<file path="src/rtl/mul_share_arb.sv">
// mul_share_arb
//   Arbitrates NREQ requesters onto one shared, fully pipelined radix-4 Booth
//   multiplier that lives outside this block. Every state element updates on
//   the falling edge of clk so the arbiter sits in the multiplier's domain.
//
//   Handshake: req_ready is combinational and one-hot-or-zero. A requester is
//   issued when req_valid[i] & req_ready[i] are both high at a falling edge.
//   The arbiter never stalls: the pipeline accepts one issue per edge, and
//   responses carry no backpressure (rsp_valid is a one-edge pulse).
//
//   Timing for an issue at edge E0:
//     E0          operands land in mul_a/mul_b, stage-0 tag valid
//     E1..E(LAT)  tag shifts through LAT registers while the multiplier works
//     E(LAT+1)    rsp_valid/rsp_id presented; rsp_data = mul_product
//
//   Configuration macro:
//     MUL_SHARE_ARB_RR_EN  defined   -> round-robin priority pointer
//                          undefined -> fixed priority, lowest index wins
//
// Ports
//   clk          clock, falling-edge active
//   rst          asynchronous reset, active low
//   en           grant enable; low blocks new grants, in-flight work drains
//   req_valid    per-requester operand valid            [NREQ]
//   req_a/req_b  packed operands, requester i at [i*N +: N]
//   req_ready    one-hot-or-zero grant                  [NREQ]
//   mul_a/mul_b  registered operands to the multiplier  [N]
//   mul_product  product from the multiplier            [2N]
//   rsp_valid    response valid pulse
//   rsp_id       requester owning the response
//   rsp_data     mul_product while rsp_valid, else zero [2N]
//   busy         any operation in flight

module mul_share_arb #(
    parameter int NREQ = 4,
    parameter int N    = 12,
    parameter int LAT  = 4,
    localparam int IDW = (NREQ > 1) ? $clog2(NREQ) : 1
) (
    input  logic              clk,
    input  logic              rst,
    input  logic              en,
    input  logic [NREQ-1:0]   req_valid,
    input  logic [NREQ*N-1:0] req_a,
    input  logic [NREQ*N-1:0] req_b,
    output logic [NREQ-1:0]   req_ready,
    output logic [N-1:0]      mul_a,
    output logic [N-1:0]      mul_b,
    input  logic [2*N-1:0]    mul_product,
    output logic              rsp_valid,
    output logic [IDW-1:0]    rsp_id,
    output logic [2*N-1:0]    rsp_data,
    output logic              busy
);

    logic [NREQ-1:0] grant;
    logic [IDW-1:0]  grant_id;
    logic            found;
    logic            hs;

    // Stage 0 travels with mul_a/mul_b; tag stages follow the multiplier.
    logic            s0_v;
    logic [IDW-1:0]  s0_id;
    logic [LAT-1:0]  tag_v;
    logic [IDW-1:0]  tag_id [LAT];

`ifdef MUL_SHARE_ARB_RR_EN
    logic [IDW-1:0]  ptr;
    logic [IDW:0]    rr_sum;
    logic [IDW-1:0]  rr_sel;

    // Search starting at ptr, wrapping at NREQ (need not be a power of two).
    always_comb begin
        grant    = '0;
        grant_id = '0;
        found    = 1'b0;
        rr_sum   = '0;
        rr_sel   = '0;
        for (int k = 0; k < NREQ; k++) begin
            rr_sum = {1'b0, ptr} + (IDW+1)'(k);
            if (rr_sum >= (IDW+1)'(NREQ)) begin
                rr_sum = rr_sum - (IDW+1)'(NREQ);
            end
            rr_sel = rr_sum[IDW-1:0];
            if (!found && req_valid[rr_sel]) begin
                found          = 1'b1;
                grant[rr_sel]  = 1'b1;
                grant_id       = rr_sel;
            end
        end
    end

    // Pointer moves past the winner only when a handshake actually happens.
    always_ff @(negedge clk or negedge rst) begin
        if (!rst) begin
            ptr <= '0;
        end else if (hs) begin
            if (grant_id == IDW'(NREQ-1)) begin
                ptr <= '0;
            end else begin
                ptr <= grant_id + 1'b1;
            end
        end
    end
`else
    always_comb begin
        grant    = '0;
        grant_id = '0;
        found    = 1'b0;
        for (int k = 0; k < NREQ; k++) begin
            if (!found && req_valid[IDW'(k)]) begin
                found              = 1'b1;
                grant[IDW'(k)]     = 1'b1;
                grant_id           = IDW'(k);
            end
        end
    end
`endif

    // rst is folded in so nothing is offered while the block is held in reset.
    assign req_ready = grant & {NREQ{en & rst}};
    assign hs        = |req_ready;

    always_ff @(negedge clk or negedge rst) begin
        if (!rst) begin
            mul_a     <= '0;
            mul_b     <= '0;
            s0_v      <= 1'b0;
            s0_id     <= '0;
            tag_v     <= '0;
            for (int k = 0; k < LAT; k++) begin
                tag_id[k] <= '0;
            end
            rsp_valid <= 1'b0;
            rsp_id    <= '0;
        end else begin
            // Idle edges load zero so the multiplier sees clean operands.
            if (hs) begin
                mul_a <= req_a[int'(grant_id)*N +: N];
                mul_b <= req_b[int'(grant_id)*N +: N];
                s0_id <= grant_id;
            end else begin
                mul_a <= '0;
                mul_b <= '0;
                s0_id <= '0;
            end
            s0_v <= hs;

            tag_v[0]  <= s0_v;
            tag_id[0] <= s0_id;
            for (int k = 1; k < LAT; k++) begin
                tag_v[k]  <= tag_v[k-1];
                tag_id[k] <= tag_id[k-1];
            end

            rsp_valid <= tag_v[LAT-1];
            rsp_id    <= tag_v[LAT-1] ? tag_id[LAT-1] : '0;
        end
    end

    assign rsp_data = rsp_valid ? mul_product : '0;
    assign busy     = s0_v | (|tag_v);

endmodule
</file>
<file path="config.mk">
export PLATFORM = sky130hd
export DESIGN_NAME = mul_share_arb
export DESIGN_NICKNAME = d
export VERILOG_FILES = /design/src/rtl/mul_share_arb.sv
export SDC_FILE = /design/constraint.sdc
export NUM_CORES = 1
export LEC_CHECK = 0
export CELL_PAD_IN_SITES_DETAIL_PLACEMENT = 1
export CELL_PAD_IN_SITES_GLOBAL_PLACEMENT = 1
export CORE_ASPECT_RATIO = 1.1
export CORE_UTILIZATION = 18
export DETAILED_ROUTE_END_ITERATION = 12
export GPL_ROUTABILITY_DRIVEN = 0
export PLACE_DENSITY_LB_ADDON = 0.1
export SYNTH_ARGS = -nofsm -noshare
export SYNTH_HDL_FRONTEND = slang
export SYNTH_SLANG_ARGS = --single-unit
</file>
<file path="constraint.sdc">
create_clock -name clk -period 1.4 [get_ports clk]
set_input_delay 0.42 -clock clk [delete_from_list [all_inputs] [get_ports clk]]
set_output_delay 0.42 -clock clk [all_outputs]
set_load 0.01 [all_outputs]
</file>
---- Word-level counts from Yosys, hierarchy flattened ----
Cells that the tools add are included.
W data, S select, Z words.
storage, ports and cells
  bits in registers ....................... 42
  bits in latches ......................... 0
  memory bits (writable) .................. 0
  memory bits (read-only) ................. 0
  input port bits ......................... 127
  output and inout port bits .............. 56
  logic and storage cells ................. 29
  memories kept ........................... 0
operators by class
  $add $sub $neg .......................... 0
  $mul .................................... 1
  div/mod/pow operators ................... 0
  magnitude comparators ................... 0
  equal/unequal tests ..................... 0
  shifts and indexed selects .............. 2
  multiplexer cells ....................... 8
  bitwise operators ....................... 3
  reductions and logical operators ........ 4
operators with widths
  operator               number
  $shiftx A48 B32 Y12    1
  $shiftx A48 B7 Y12     1
  $mux W12               2
  $mux W24               1
  $reduce_or A4 Y1       2
  $and A2 B4 Y4          1
  $mul A2 B2 Y4 const B  1
  $mux W2                2
  $mux W1                3
  $and A1 B1 Y1          1
  $logic_and A1 B1 Y1    1
  $logic_not A1 Y1       1
  $or A1 B1 Y1           1

---- Depth between registers and ports, before layout ----
  depth in word-level cells ............... 7
  mapped depth ............................ 4

==> out/metrics.cfg <==
[sta]
finalSetupViolCount = 76
skew_ns = 0.004367
fin_ws_ns = -0.8492
finalHoldViolations = 0
rsz0062_at_grt = true
finalMaxSlewViolations = 0

[min_path]
whs_path_depth = 0
min_from = tag_id[2]
hold_path.class = register to register

[clock_network]
insertion_delay_ns = 0.29
cts_tree = yes
clockBufferDepth = 2
cts_num_sinks = 36
ctsHoldBuffers = 0
cts_made_buffers = 5
cts_max_level = 2
cts-root-buf = clkbuf_8
path_clk_slew_ns = 0.05

[pwr]
p_leak_nw = 1.676
power.density_mw_per_mm2 = 737.7
finalPower_mw = 2.522
ir_worst_vdd_v = 0.0003762

[die]
num_rows = 36
die-area_sq_mm = 0.009421
start_util_pct = 18.42
io_pins = 183
core_sq_mm = 0.008828
die_w_um = 92.64
die_y_um = 101.7

[critical_path]
cp-end-kind = primary output
crit_path_start = rsp_valid
rr_worst_depth = 2
crit_fanout = 13
critPathKind = register to primary output
r2r-start = tag_v[3]
crit_required_ns = 0.98
critPathLaunchType = register
critPathArrivalTime_ns = 1.83

[global_routing]
overflow = 0
grt_usage_pct = 14.01
grt_antenna_before_repair = 0
grt_pass1_vias = 1788
grt_pass1_wl_um = 9784
grt_max_degree = 27

[placement]
dp_hpwl_um = 4685
pre_cts_ws_ns = -0.9844
placed_cells = 402
port_buffers = 129

[outcome]
failed_checks = setup timing
status = finished with violations

[layout]
syn2layout_area_growth_pct = 110.2
multi_input_area_sq_um = 783.3
fin_util_pct = 38.72
finalNonFillerCells = 418
antenna_cells = 0
register_area_sq_um = 900.9
fill_cells = 1019
drive_gt1_share_pct = 41.78
layout.nets = 431

[route]
vias = 1675
drt_iter0_drc = 38
first_pass_iters = 4
routed_via_density = 4.007
route.detailed.drc = 0
wirelength_um = 6508
routedWlPerCell_um = 15.57
final_antenna_net_count = 0

[synth]
synth-seq-cells = 36
seq_area_frac_synth_pct = 55.38
syn_area_per_cell_sq_um = 10.23
synth_warnings = 0
yosys.cell_types.count = 16
synth.cell_area_sq_mm = 0.001627
syn_inst = 159

[job]
drv_cap = 0

## metal layers
metal  share of wire, %  GRT usage, %  vias to the layer above
li1                   -             -                      808
met1                 38         16.09                      806
met2                 55         25.64                       59
met3                6.3         4.429                        2
met4               0.35         2.840                        0
met5                  0             0                        -
## layout by cell type (no fill, tap or decap)
master	n
a21oi_1	8
a21oi_2	16
and2_1	15
and2_4	10
and3_4	1
buf_12	4
buf_16	6
buf_2	34
buf_4	5
buf_6	25
buf_8	5
clkbuf_16	1
clkbuf_8	7
clkdlybuf4s50_1	24
conb_1	3
dfrtn_1	36
dlygate4sd2_1	48
nand2_1	18
nand2_2	2
nand2_4	5
nand2_8	1
nand3b_1	24
nor2_1	1
nor2_2	1
nor2_4	1
nor3_2	1
nor3b_2	1
nor3b_4	1
## flip-flops by register name (all words and copies together), names as in the netlist
name,flops
s0_id,1
tag_v,4
tag_id,4
s0_v,1
rsp_valid,1
mul_a,12
mul_b,12
rsp_id,1
## path summary, 6_finish.rpt
check | slack, ns | to
max in group asynchronous | 0.38 | rsp_id[0]
worst max register to register | 0.62 | rsp_id[0]
worst max-delay path | -0.85 | rsp_data[9]
worst min-delay path | 0.30 | tag_id[0]
min in group asynchronous | 0.74 | s0_id[0]
worst min register to register | 0.30 | tag_id[0]
## worst max-delay path, cell delays in order, from the launching register on
cell     delay [ns]
dfrtn_1        0.44
buf_6          0.15
and2_1         0.12
buf_2          0.13
## cell families after synthesis
logic type	after synthesis	synth area share, %
AO/OA/AOI/OAI	24	7.385
buffers and inverters	16	7.231
other	1	0.2305
flip-flops	36	55.38
AND/OR/NAND/NOR	82	29.77
## cell usage after synthesis
library cell,count,share of area (%)
a21oi_1,24,7.4
and2_1,25,9.6
and3_1,1,0.38
buf_2,4,1.2
buf_4,5,2.3
buf_6,4,2.8
clkbuf_1,2,0.46
clkbuf_4,1,0.46
conb_1,1,0.23
dfrtn_1,36,55
nand2_1,25,5.8
nand2_2,1,0.38
nand3b_1,24,11
nor2_1,3,0.69
nor3_1,1,0.31
nor3b_2,2,1.5
## layout make-up
| cell class | instances | share of cell area [%] |
|---|---|---|
| Clock buffer | 7 | 2.818 |
| Multi-Input combinational cell | 109 | 22.91 |
| Sequential cell | 36 | 26.35 |
| Tap cell | 114 | 4.173 |
| Timing Repair Buffer | 152 | 43.74 |
## metrics by stage
step	hold slack, ns	cell area [sq um]	setup TNS [ns]
after floorplan	0.2917	1675	-22.67
after global placement	0.2943	3075	-64.07
after detailed placement	0.2968	3075	-63.91
after CTS	0.2967	3314	-38.04
after global routing	0.3001	3418	-37.42
final	0.2974	3418	-34.80
## where the power goes
group	internal [mW]	switching (mW)	leakage, nW	total, mW
Clock	0.438	0.351	0.0503	0.789
Combinational	0.378	0.255	1.14	0.634
Sequential	1.09	0.0134	0.488	1.10
Total	1.90	0.619	1.68	2.52
## repair_timing
item | 4_1_cts | 5_1_grt
pin swaps | 58 | 20
buffers inserted | 5 | 0
gates resized for setup | 336 | 44
setup endpoints to repair | 79 | 79
cloned | 8 | 1
(Power assumes the default switching activity.)
==> patch, RTL diff (same flow settings) <==
Add a define of `MUL_SHARE_ARB_RR_EN`.
--- a/src/rtl/mul_share_arb.sv
+++ b/src/rtl/mul_share_arb.sv
@@ -31,4 +31,6 @@
 //   rsp_data     mul_product while rsp_valid, else zero [2N]
 //   busy         any operation in flight
+
+`define MUL_SHARE_ARB_RR_EN
 
 module mul_share_arb #(
Formal check against the unedited RTL: not equivalent (Yosys sat finds a counterexample within 4 cycles, from zero or initial values and one cycle with rst low).
==> patch against the original RTL <==
- wire length rose to 2.8 times the old value
- register-to-register slack worse by 2.3 ns
- utilization decreased by 2.1 points
- critical path type unchanged
- worst setup slack lost 1.3 ns
- largest cell class unchanged
- sequential cell count rose by 8
- non-clock buffer count increased by 127
- synthesized area is 110% higher
- cell area grew 100%
- the flow still finishes with violations (negative setup slack)
Power is left out: it rests on default switching activity, and per cell area and clock period it moved more than threefold.
==> patch: results (changes against the original RTL) <==
[outcome]
status=finished, violations left  ; unchanged
violations=negative setup slack  ; unchanged

[global_routing]
grt_pass1_wl_mm=27.4  ; was 9.78 mm
grt_use_met2=0.341  ; was 0.256
grt_pass1_vias=4807  ; was 1788
grt_max_degree=45  ; was 27
antenna_found_initial=1  ; was 0
grtUsageMet1=0.208  ; was 0.161
track_usage=0.180  ; was 0.140
grt_use_met3=0.0267  ; was 0.0443

[worst_setup_path]
rr_endpoint=mul_b[1]  ; was rsp_id[0]
r2r-start=ptr[0]  ; was tag_v[3]
cp.arrival_ns=3.15  ; was 1.83 ns
rr_worst_depth=12  ; was 2
slowest_delay_ns=0.52  ; was 0.44 ns
critical_path.top_delay_family=multiplexers  ; was flip-flops
r2r_slack_ns=-1.72  ; was 0.62 ns
worstPathMaxFanout=5  ; was 13
slowest_stage=mux4_2  ; was dfrtn_1

[route]
met1_length_mm=7.36  ; was 2.50 mm
vias_per_cell=5.00  ; was 4.01
route.met2.wl_mm=9.64  ; was 3.58 mm
drt_iter0_drc=181  ; was 38
wl_met3_um=839  ; was 408 um
wirelength_mm=18.1  ; was 6.51 mm

[placed_design]
io_buffers=182  ; was 129
dp_hpwl_mm=11.8  ; was 4.68 mm
dp_cells=813  ; was 402
place_area_um2=5960  ; was 3080 um^2

[cts]
clkLatencyLatePin_ns=0.31  ; was 0.29 ns
cts_made_buffers=5  ; unchanged
cts-root-buf=clkbuf_16  ; was clkbuf_8

[layout]
drive_gt1_frac=0.396  ; was 0.418
final_nets=759  ; was 431
reg_top3=mul_a x12, mul_b x12, tag_id x8  ; was mul_a x12, mul_b x12
stdcell_count=869  ; was 418
nFillCells=2059  ; was 1019
antenna_cells=0  ; unchanged

[worst_hold_path]
hp-start=tag_id[7]  ; was tag_id[2]
hold_path_end=tag_id[5]  ; was tag_id[0]

[synth]
avgSynthCellArea_um2=9.12  ; was 10.2 um^2
yosysUniqueCellTypes=39  ; was 16
synthTopCellsByArea=dfrtn_1 32%, a221oi_1 12%, mux2i_1 9.2%  ; was dfrtn_1 55%, nand3b_1 11%, and2_1 9.6%
ys_seq_area_frac=0.317  ; was 0.554
synth_commonest_cells=49 x a221oi_1, 44 x dfrtn_1, 33 x nor2_1, 32 x mux2i_1, 29 x and2_1  ; was 36 x dfrtn_1, 25 x and2_1, 25 x nand2_1, 24 x a21oi_1, 24 x nand3b_1
async_reset_ff_frac=1.00  ; unchanged

[timing]
setup-tns-final_ns=-107.50  ; was -34.80 ns
finalClockSkew_ns=0.00591  ; was 0.00437 ns
setup_ws_ns=-2.17  ; was -0.849 ns
final-setup-viol-count=85  ; was 76

patch: cell families after synthesis:
logic type,after synthesis,synth area share
buffers and inverters,49,0.0789
xor gates and xnor gates,1,0.00252
adders and majority gates,7,0.0252
DFF,44,0.317
muxes,36,0.118
AOI/OAI and AO/OA,114,0.261
and+or+nand+nor,130,0.197
patch: worst max path at each step:
stage	slack [ns]	from	end	cells past startpoint
global route	-2.27	ptr[0]	req_ready[0]	10
detailed placement	-2.47	req_valid[1]	mul_b[10]	10
CTS	-2.17	ptr[0]	req_ready[3]	10
floorplan	-1.84	ptr[0]	req_ready[1]	10
global placement	-2.42	ptr[0]	req_ready[0]	8
finish	-2.17	ptr[0]	req_ready[2]	10
patch: cell type report:
cell class              count  share of cell area
clock buffers               6              0.0203
clock inverters             2             0.00567
inverters                   7             0.00457
multi-input cells         288               0.353
flip-flops and latches     44               0.161
well taps                 243              0.0444
repair buffers            279               0.411
patch: metrics by stage:
| step | util | hold slack [ns] |
|---|---|---|
| 2_1_floorplan | - | 0.292 |
| 3_3_place_gp | 0.319 | 0.295 |
| 3_5_place_dp | 0.319 | 0.296 |
| 4_1_cts | 0.367 | 0.296 |
| 5_1_grt | 0.367 | 0.300 |
| 6_report | 0.367 | 0.294 |
patch: timing repair:
| item | 4_1_cts | 5_1_grt |
|---|---|---|
| buffers inserted | 37 | 9 |
| gates resized for setup | 321 | 21 |
| cloned | 10 | 0 |
| pin swaps | 24 | 15 |
| setup endpoints to repair | 85 | 92 |
patch: worst reg2reg max path, delay by kind of cell, from the launching register on:
family	cells	cell delay, ns
buffers and inverters	7	0.92
and+or+nand+nor	2	0.74
DFF	1	0.46
adders and majority gates	1	0.25
AOI/OAI and AO/OA	2	0.61
